File: src/rtl/mcs4_pkg.sv
// MCS-4 bus-cycle encodings shared by the host fetch sequencer and the i4001/i4002/i4003 blocks.
// State numbering follows the order of the eight bus windows in one instruction cycle.
package mcs4_pkg;

  typedef logic [2:0] state_t;

  localparam state_t A1 = 3'd0;
  localparam state_t A2 = 3'd1;
  localparam state_t A3 = 3'd2;
  localparam state_t M1 = 3'd3;
  localparam state_t M2 = 3'd4;
  localparam state_t X1 = 3'd5;
  localparam state_t X2 = 3'd6;
  localparam state_t X3 = 3'd7;

  typedef enum logic [1:0] {
    SLOT_PHI1 = 2'd0,
    SLOT_GAP1 = 2'd1,
    SLOT_PHI2 = 2'd2,
    SLOT_GAP2 = 2'd3
  } slot_e;

  function automatic logic is_addr_state(input state_t st);
    return (st == A1) || (st == A2) || (st == A3);
  endfunction

  // Address nibble placed on the bus in each address window, low nibble first.
  function automatic logic [3:0] addr_nibble(input logic [11:0] addr, input state_t st);
    logic [3:0] nib;
    nib = 4'h0;
    case (st)
      A1:      nib = addr[3:0];
      A2:      nib = addr[7:4];
      A3:      nib = addr[11:8];
      default: nib = 4'h0;
    endcase
    return nib;
  endfunction

endpackage

File: src/rtl/mcs4_phase_gen.sv
// Two-phase bus clock generator: divider, slot and state counters plus the strobes that
// mark the clk edge opening a bus window and the clk edge on which PHI2 rises.
module mcs4_phase_gen
  import mcs4_pkg::*;
#(
  parameter int PHASE_DIV = 2
) (
  input  logic   clk_i,
  input  logic   rst,
  output logic   phi1,
  output logic   phi2,
  output state_t state,
  output logic   win_edge,
  output state_t win_state,
  output logic   phi2_edge
);

  localparam int DW = (PHASE_DIV > 1) ? $clog2(PHASE_DIV) : 1;

  logic [DW-1:0] div;
  logic          wrap;
  slot_e         slot;
  slot_e         slot_nxt;
  state_t        state_nxt;

  assign wrap = (div == DW'(PHASE_DIV - 1));

  always_comb begin
    slot_nxt  = slot;
    state_nxt = state;
    if (wrap) begin
      slot_nxt = slot_e'(slot + 2'd1);
      if (slot == SLOT_GAP2) state_nxt = state + 3'd1;
    end
  end

  // A window opens as the counters enter slot 3 and belongs to the following state.
  assign win_edge  = wrap && (slot == SLOT_PHI2);
  assign win_state = state + 3'd1;
  assign phi2_edge = wrap && (slot == SLOT_GAP1);

  always_ff @(posedge clk_i or posedge rst) begin
    if (rst) begin
      div   <= '0;
      slot  <= SLOT_PHI1;
      state <= X3;
      phi1  <= 1'b0;
      phi2  <= 1'b0;
    end else begin
      div   <= wrap ? '0 : div + DW'(1);
      slot  <= slot_nxt;
      state <= state_nxt;
      phi1  <= (slot_nxt == SLOT_PHI1);
      phi2  <= (slot_nxt == SLOT_PHI2);
    end
  end

endmodule

File: src/rtl/mcs4_fetch_sequencer.sv
// Host-side MCS-4 bus master: accepts 12-bit fetch requests, drives the address nibbles,
// strobes CM in A3 and returns the opcode byte read back from the ROMs in M1/M2.
module mcs4_fetch_sequencer
  import mcs4_pkg::*;
#(
  parameter int PHASE_DIV = 2
) (
  input  logic        clk_i,
  input  logic        RESET_i,
  input  logic        req_i,
  input  logic [11:0] addr_i,
  output logic        ack_o,
  output logic [7:0]  rdata_o,
  output logic        rvalid_o,
  output logic        PHI1_o,
  output logic        PHI2_o,
  output logic        SYNC_o,
  output logic        CM_o,
  output logic [3:0]  d_o,
  output logic        d_oe_o,
  input  logic [3:0]  d_i
);

  state_t state;
  state_t win_state;
  logic   win_edge;
  logic   phi2_edge;

  mcs4_phase_gen #(
    .PHASE_DIV(PHASE_DIV)
  ) u_phase (
    .clk_i     (clk_i),
    .rst       (RESET_i),
    .phi1      (PHI1_o),
    .phi2      (PHI2_o),
    .state     (state),
    .win_edge  (win_edge),
    .win_state (win_state),
    .phi2_edge (phi2_edge)
  );

  logic        active_q;
  logic [11:0] addr_q;
  logic        cycle_start;
  logic        active_nxt;
  logic [11:0] drive_addr;
  logic        sync_nxt;
  logic        oe_nxt;
  logic        cm_nxt;
  logic [3:0]  d_nxt;

  // The A1 nibble leaves on the same edge that latches addr_i, so it comes from the port.
  always_comb begin
    cycle_start = win_edge && (win_state == A1);
    active_nxt  = cycle_start ? req_i : active_q;
    drive_addr  = cycle_start ? addr_i : addr_q;
    sync_nxt    = (win_state == A1);
    oe_nxt      = active_nxt && is_addr_state(win_state);
    cm_nxt      = active_nxt && (win_state == A3);
    d_nxt       = oe_nxt ? addr_nibble(drive_addr, win_state) : 4'h0;
  end

  always_ff @(posedge clk_i or posedge RESET_i) begin
    if (RESET_i) begin
      active_q <= 1'b0;
      addr_q   <= '0;
      ack_o    <= 1'b0;
      SYNC_o   <= 1'b0;
      CM_o     <= 1'b0;
      d_oe_o   <= 1'b0;
      d_o      <= '0;
    end else begin
      ack_o <= cycle_start && req_i;
      if (cycle_start && req_i) addr_q <= addr_i;
      if (win_edge) begin
        active_q <= active_nxt;
        SYNC_o   <= sync_nxt;
        CM_o     <= cm_nxt;
        d_oe_o   <= oe_nxt;
        d_o      <= d_nxt;
      end
    end
  end

  // Stage p0: opcode nibbles captured on the PHI2 rising edge of M1 and M2.
  logic [3:0] cap_hi_p0;
  logic [3:0] cap_lo_p0;
  logic       vld_p0;

  always_ff @(posedge clk_i or posedge RESET_i) begin
    if (RESET_i) begin
      cap_hi_p0 <= '0;
      cap_lo_p0 <= '0;
      vld_p0    <= 1'b0;
    end else begin
      vld_p0 <= phi2_edge && active_q && (state == M2);
      if (phi2_edge && active_q && (state == M1)) cap_hi_p0 <= d_i;
      if (phi2_edge && active_q && (state == M2)) cap_lo_p0 <= d_i;
    end
  end

  // Output stage: rdata_o only moves together with rvalid_o.
  always_ff @(posedge clk_i or posedge RESET_i) begin
    if (RESET_i) begin
      rvalid_o <= 1'b0;
      rdata_o  <= '0;
    end else begin
      rvalid_o <= vld_p0;
      if (vld_p0) rdata_o <= {cap_hi_p0, cap_lo_p0};
    end
  end

endmodule

File: config.mk
export PLATFORM = sky130hd
export DESIGN_NAME = mcs4_fetch_sequencer
export DESIGN_NICKNAME = d
export VERILOG_FILES = /design/src/rtl/mcs4_pkg.sv /design/src/rtl/mcs4_phase_gen.sv /design/src/rtl/mcs4_fetch_sequencer.sv
export SDC_FILE = /design/constraint.sdc
export NUM_CORES = 1
export LEC_CHECK = 0
export BUFFER_PORTS_ARGS = -buffer_cell sky130_fd_sc_hd__buf_2
export CORE_UTILIZATION = 48
export CTS_CLUSTER_SIZE = 40
export DETAILED_ROUTE_END_ITERATION = 10
export GPL_ROUTABILITY_DRIVEN = 1
export GPL_TIMING_DRIVEN = 0
export PLACE_DENSITY = 0.81
export REMOVE_ABC_BUFFERS = 1
export SETUP_SLACK_MARGIN = 0.5
export SYNTH_ARGS = -nofsm -noshare
export SYNTH_HDL_FRONTEND = slang
export SYNTH_SLANG_ARGS = --single-unit
File: constraint.sdc
create_clock -name clk_i -period 2 [get_ports clk_i]
set_clock_uncertainty 0.2 [all_clocks]
set_input_delay 0 -clock clk_i [delete_from_list [all_inputs] [get_ports clk_i]]
set_output_delay 0 -clock clk_i [all_outputs]
set_load 0.01 [all_outputs]
Word-level counts from Yosys, hierarchy flattened. Cells that the tools add are included.

Add/sub/neg operators: 3. Equality and inequality tests: 8. Muxes and demuxes: 6. Reduce and logical (&&, ||, !) cells: 14.

Operators with widths (number): two-way mux 12 bit (1); case mux 4 bit (3 select lines) (1); logical AND 1 bit (9); == test 2 bit (second input constant) (3); == test 3 x 2 -> 1 bit (second input constant) (2); two-way mux 4 bit (1); adder 3 x 1 -> 3 bit (second input constant) (1); == test 3 x 1 -> 1 bit (second input constant) (1); == test 3 bit (second input constant) (1); zero test 3 bit (1); adder 2 x 1 -> 2 bit (second input constant) (1); == test 2 x 1 -> 1 bit (second input constant) (1); zero test 2 bit (1); logical OR 1 bit (2); two-way mux 1 bit (2); two-way mux 2 bit (1); AND reduction 2 bit (1); adder 1 bit (second input constant) (1).

Register bits: 47. Output and inout port bits: 19. Word-level logic and storage cells: 48.

Depth between registers and ports, before layout.
Depth after elaboration: 6. Depth in mapped cells: 8. Gate-level depth less buffers: 6.

By module. From an unflattened synthesis, not the netlist that was laid out.

Cell total of the unflattened synthesis: 150. Area, all modules: 2021.9 um^2.

By module, submodules not included: mcs4_fetch_sequencer (times used 1, cells an instance 118, area each 1619.1 um^2, sequential area each 975.9 um^2); mcs4_phase_gen (times used 1, cells an instance 32, area each 402.9 um^2, sequential area each 203.9 um^2).

Least setup slack after synthesis. No wires, ideal clock.

Path kind: reg-to-reg. Start: register u_phase.state[0]. End: register addr_q[10]. Arrival: 1.717 ns. Data required time: 1.675 ns. Setup slack: -0.042 ns. Cell stages (with the launch flop): 8. Buffers on the path: 2. Path through: dfstp_2 > ha_1 > ha_1 > buf_4 > nand3_2 > nor2_4 > buf_8 > mux2_4.

Cells in the longest elaborated chain, start to end: 4.

RTL lines: start, declared (RTL line mcs4_phase_gen.sv:12) `output state_t state,`; start signal, assigned (RTL line mcs4_phase_gen.sv:52) `state <= state_nxt;`; adder 3 x 1 -> 3 bit (RTL line mcs4_phase_gen.sv:39) `assign win_state = state + 3'd1;`; zero test 3 bit (RTL line mcs4_fetch_sequencer.sv:54) `cycle_start = win_edge && (win_state == A1);`; logical AND 1 bit (RTL line mcs4_fetch_sequencer.sv:54); logical AND 1 bit (RTL line mcs4_fetch_sequencer.sv:74) `if (cycle_start && req_i) addr_q <= addr_i;`; end signal, assigned (RTL line mcs4_fetch_sequencer.sv:74); end, declared (RTL line mcs4_fetch_sequencer.sv:43) `logic [11:0] addr_q;`.

Every way passes these cells. A chain may end at the register's enable or synchronous reset.

Worst setup path in the final report.
Start: register u_phase.state[2]. End: register d_o[0].

Cells in the longest elaborated chain, start to end: 6. Elaborated cells between the ends (all ways): 12. Those cells by class: 1 x add/sub; 2 x eq/ne; 4 x mux; 5 x reduce/logical.

RTL lines: adder 3 x 1 -> 3 bit * (RTL line mcs4_phase_gen.sv:39); zero test 3 bit / == test 3 x 1 -> 1 bit (equally long branches) (RTL line mcs4_pkg.sv:24, mcs4_pkg.sv:31, mcs4_fetch_sequencer.sv:54); logical AND 1 bit / logical OR 1 bit (equally long branches) (RTL line mcs4_fetch_sequencer.sv:54, mcs4_pkg.sv:24); two-way mux 12 bit, or another cell as far along (RTL line mcs4_fetch_sequencer.sv:56) `drive_addr = cycle_start ? addr_i : addr_q;`; case mux 4 bit (3 select lines) / logical AND 1 bit (equally long branches) (RTL line mcs4_pkg.sv:31, mcs4_fetch_sequencer.sv:58); two-way mux 4 bit * (RTL line mcs4_fetch_sequencer.sv:60) `d_nxt = oe_nxt ? addr_nibble(drive_addr, win_state) : 4'h0;`; end signal, assigned (RTL line mcs4_fetch_sequencer.sv:80) `d_o <= d_nxt;`; end, declared (RTL line mcs4_fetch_sequencer.sv:19) `output logic [3:0] d_o,`.

Every way passes the cells marked *; elsewhere a longest branch is shown, timed or not.

==> flow_summary.toml <==
[status]
run_status = "finished, violations left"
violations_in_the_final_reports = "setup timing"

[global_routing]
grt_max_degree = 44
track_usage_pct = 24.42
grt_pass1_vias = 1536
grt_overflow_total = 0
grt_antenna_before_repair = 0
grt_pass1_wl_mm = 7.617

[route]
drt-initial-drc-count = 97
drt-total-wl_mm = 5.015
route.detailed.vias_per_inst = 5.654
dr_total_vias = 1504
met2_wirelength_mm = 2.636
detail_route.wirelength.met1_mm = 2.010
routed_wire_length_per_instance_um = 18.85
first_pass_iters = 4
met3_length_um = 251
drt.antenna.violating_nets = 0
top_layer = "met4"
detail_route.drc_violations = 0

[clock_tree]
clk_latency_ps = 310
ctsRootBufferMaster = "sky130_fd_sc_hd__clkbuf_8"
cts_made_buffers = 5
tritoncts = "done"
cts.sink_count = 43
cts_buffer_depth = 2
cts.htree.levels = 2
clkTransAtPathRegs_ps = 90

[synth]
ys_async_sr_fraction_pct = 100.0
synth-edff-count = 0
synthMuxAreaShare_pct = 16.48
synth.yosys.seq_area_share_pct = 55.79
synth.top_cell.area_share_pct = 51.71
synth_seq_cells = 43
synthCells = 150
area_fraction_in_compound_gates_after_synthesis_pct = 8.468
adder_and_majority_cell_fraction_of_the_synthesized_area_pct = 5.171
synth_largest_area_cell = "sky130_fd_sc_hd__dfrtp_1"
yosys.cell_types.count = 37
yosys_warnings = 0
synth_top_family_by_area = "multiplexers"
yosys-top-cells-area = "sky130_fd_sc_hd__dfrtp_1 (52%), sky130_fd_sc_hd__mux2_2 (13%), sky130_fd_sc_hd__ha_1 (5.2%)"
synth-main-ff-cell = "sky130_fd_sc_hd__dfrtp_1"
synth_simple_gate_area_share_pct = 9.179
post_synth.cell_area_avg_um2 = 12.90
syn_area_um2 = 1936
synth_xor_xnor_area_share_pct = 0.9050

[sta]
timing.final.crit_period_ps = 2011
highest_achievable_clock_rate_mhz = 497.2
layout_setup_ws_ps = -11.24
worstMarginPinSlew_ps = 870.9
layout_worst_path_cycle_share_pct = 100.6
setup_violations = 1
finalHoldViolations = 0
final-max-slew-violation-count = 0
rsz0062_at_grt = "yes"
slew-limit-headroom_pct = 41.86

[place]
dp_worst_setup_slack_ps = -296.2
port_buffers = 37
post-dp-hpwl_mm = 2.634
globalplace.congestion = 0.8090

[power]
power_per_cell_area_nw_per_um2 = 567.8
fin_total_pwr_mw = 1.507
max-vdd-ir-drop_mv = 0.4675
internal_power_mw = 1.159
power.share.clock_pct = 36.8
switching_share_pct = 23.10
share_comb_of_total_power_pct = 5.1
p_seq_share_pct = 58.1
switchingPower_mw = 0.3481
p_leak_nw = 1.311

[setup_path]
setup.worst_path.start_class = "flip-flop"
reg2reg_from = "u_phase.state[2]"
critical_path_arrival_ps = 2070
worstRegToRegCells = 6
cp-end-kind = "flip-flop"
rrSetupSlack_ps = -10
required_ps = 2050
critical_path_peak_fanout = 5
worst_r2r_endpoint = "d_o[0]"
cp-endpoint = "d_o[0]"
setup.worst_path.class = "reg2reg"
worst_setup_path_start = "u_phase.state[2]"

[die]
die_area_um2 = 4290
rows = 22
fp.dieH_um = 65.50
fp.dieW_um = 65.50
initial_core_util_pct = 51.33
io-pin-count = 38
core_area_um2 = 3771

[cells_and_area]
area.growth.synth_to_final_pct = 37.10
nNetsFinal = 244
antenna_cells_inserted = 0
drive_gt1_share_pct = 49.54
area_of_the_multi_input_gates_um2 = 925.9
layout.area.seq_um2 = 1081
num-fill-cells = 231

[flow_run]
max_cap_violations = 0

[min_path]
holdCritPathClass = "in2reg"
==> synthesized netlist by cell type (2+ instances only) <==
| cell | n |
|---|---|
| sky130_fd_sc_hd__nand3_1 | 2 |
| sky130_fd_sc_hd__nor2b_1 | 2 |
| sky130_fd_sc_hd__inv_1 | 7 |
| sky130_fd_sc_hd__clkbuf_1 | 2 |
| sky130_fd_sc_hd__dfstp_2 | 3 |
| sky130_fd_sc_hd__nand2_1 | 15 |
| sky130_fd_sc_hd__o221ai_1 | 2 |
| sky130_fd_sc_hd__nor3_1 | 3 |
| sky130_fd_sc_hd__a221oi_1 | 2 |
| sky130_fd_sc_hd__a221o_1 | 2 |
| sky130_fd_sc_hd__nand4_1 | 3 |
| sky130_fd_sc_hd__a21oi_1 | 2 |
| sky130_fd_sc_hd__o211ai_1 | 4 |
| sky130_fd_sc_hd__a22oi_1 | 4 |
| sky130_fd_sc_hd__o21ai_0 | 2 |
| sky130_fd_sc_hd__dfrtp_1 | 40 |
| sky130_fd_sc_hd__mux2i_1 | 3 |
| sky130_fd_sc_hd__mux2_2 | 23 |
| sky130_fd_sc_hd__nor2_1 | 2 |
| sky130_fd_sc_hd__a31oi_1 | 2 |
| sky130_fd_sc_hd__ha_1 | 8 |
| sky130_fd_sc_hd__mux2_4 | 2 |
==> metrics by stage <==
| step | hold WS (ps) | cell area (um^2) | util (%) | setup TNS, ps | cells |
|---|---|---|---|---|---|
| 2_1_floorplan | -51.92 | 1884 | - | -418.9 | 143 |
| 3_3_place_gp | 45.17 | 2130 | 56.47 | -2036 | 228 |
| 3_5_place_dp | 40.14 | 2130 | 56.47 | -2425 | 228 |
| 4_1_cts | 66.28 | 2635 | 69.87 | 0 | 266 |
| 5_1_grt | 99.10 | 2654 | 70.37 | -198.1 | 266 |
| 6_report | 60.10 | 2654 | 70.37 | -11.24 | 266 |
==> worst min path at each step <==
stage                           from           end  slack, ps  cells after the start
after floorplan           addr_i[10]    addr_q[10]        -50                      1
after global placement        d_i[3]  cap_hi_p0[3]         50                      2
after detailed placement     RESET_i    rdata_o[5]         40                      2
after CTS                      req_i          CM_o         70                      4
after global routing           req_i         ack_o        100                      5
final                          req_i        d_o[3]         60                      4
==> worst max-delay path, stage by stage, from the launching register on <==
cell and delay (ps):
sky130_fd_sc_hd__dfstp_2 570, sky130_fd_sc_hd__inv_1 80, sky130_fd_sc_hd__ha_4 320, sky130_fd_sc_hd__nand3_4 100
sky130_fd_sc_hd__buf_6 150, sky130_fd_sc_hd__a21oi_1 320, sky130_fd_sc_hd__a221o_1 220
==> flip-flops by register name, summed over array words and instances (netlist names), 2 cells and up <==
signal / flops
rdata_o: 8
cap_lo_p0: 4
cap_hi_p0: 4
u_phase.state: 3
d_o: 4
addr_q: 8
u_phase.slot: 2
==> layer usage <==
metal / global-route usage (%) / vias up
met3: 6.250 / 14
met5: 0 / -
li1: - / 666
met1: 30.78 / 756
met2: 40.46 / 68
met4: 8.696 / 0
==> placed cells by master (no fill, tap or decap), types with 4 or more instances in the layout <==
cell	synthesis	layout
sky130_fd_sc_hd__dfrtp_1	40	39
sky130_fd_sc_hd__buf_2	1	37
sky130_fd_sc_hd__dlygate4sd3_1	0	17
sky130_fd_sc_hd__nand2_1	15	13
sky130_fd_sc_hd__mux2_2	23	13
sky130_fd_sc_hd__mux2_4	2	12
sky130_fd_sc_hd__buf_4	1	7
sky130_fd_sc_hd__buf_6	1	6
sky130_fd_sc_hd__inv_1	7	5
sky130_fd_sc_hd__ha_4	0	5
sky130_fd_sc_hd__clkbuf_8	0	5
sky130_fd_sc_hd__o211ai_1	4	4
==> cell type report <==
| type | instances | share of cell area (%) |
|---|---|---|
| clock buffers | 6 | 2.735 |
| clock inverters | 2 | 0.4715 |
| inverters | 7 | 0.9901 |
| multi-input cells | 93 | 34.89 |
| flip-flops and latches | 43 | 40.74 |
| well taps | 48 | 2.263 |
| repair buffers | 67 | 17.92 |
==> power groups by stage <==
stage	Sequential (mW)	Combinational, mW	Clock, mW
6_report	0.876	0.0769	0.554
5_1_grt	0.876	0.0841	0.594
4_1_cts	0.875	0.0731	0.545
3_5_place_dp	0.892	0.0452	0
3_3_place_gp	0.892	0.0423	0
2_1_floorplan	0.891	0.0182	0
==> cell families after synthesis <==
logic type / after synthesis
DFF: 43
AOI/OAI and AO/OA: 22
and+or+nand+nor: 33
buffers and inverters: 14
adders and majority gates: 8
xor gates and xnor gates: 2
muxes: 28
==> repair_timing <==
item | 4_1_cts | 5_1_grt
pin swaps | 7 | 2
gates cloned | 0 | 0
buffers inserted | 13 | 0
setup endpoints to repair | 26 | 29
hold endpoints to repair | 60 | 0
gates resized for setup | 33 | 7
hold buffers | 17 | 0
(Power assumes the default switching activity.)
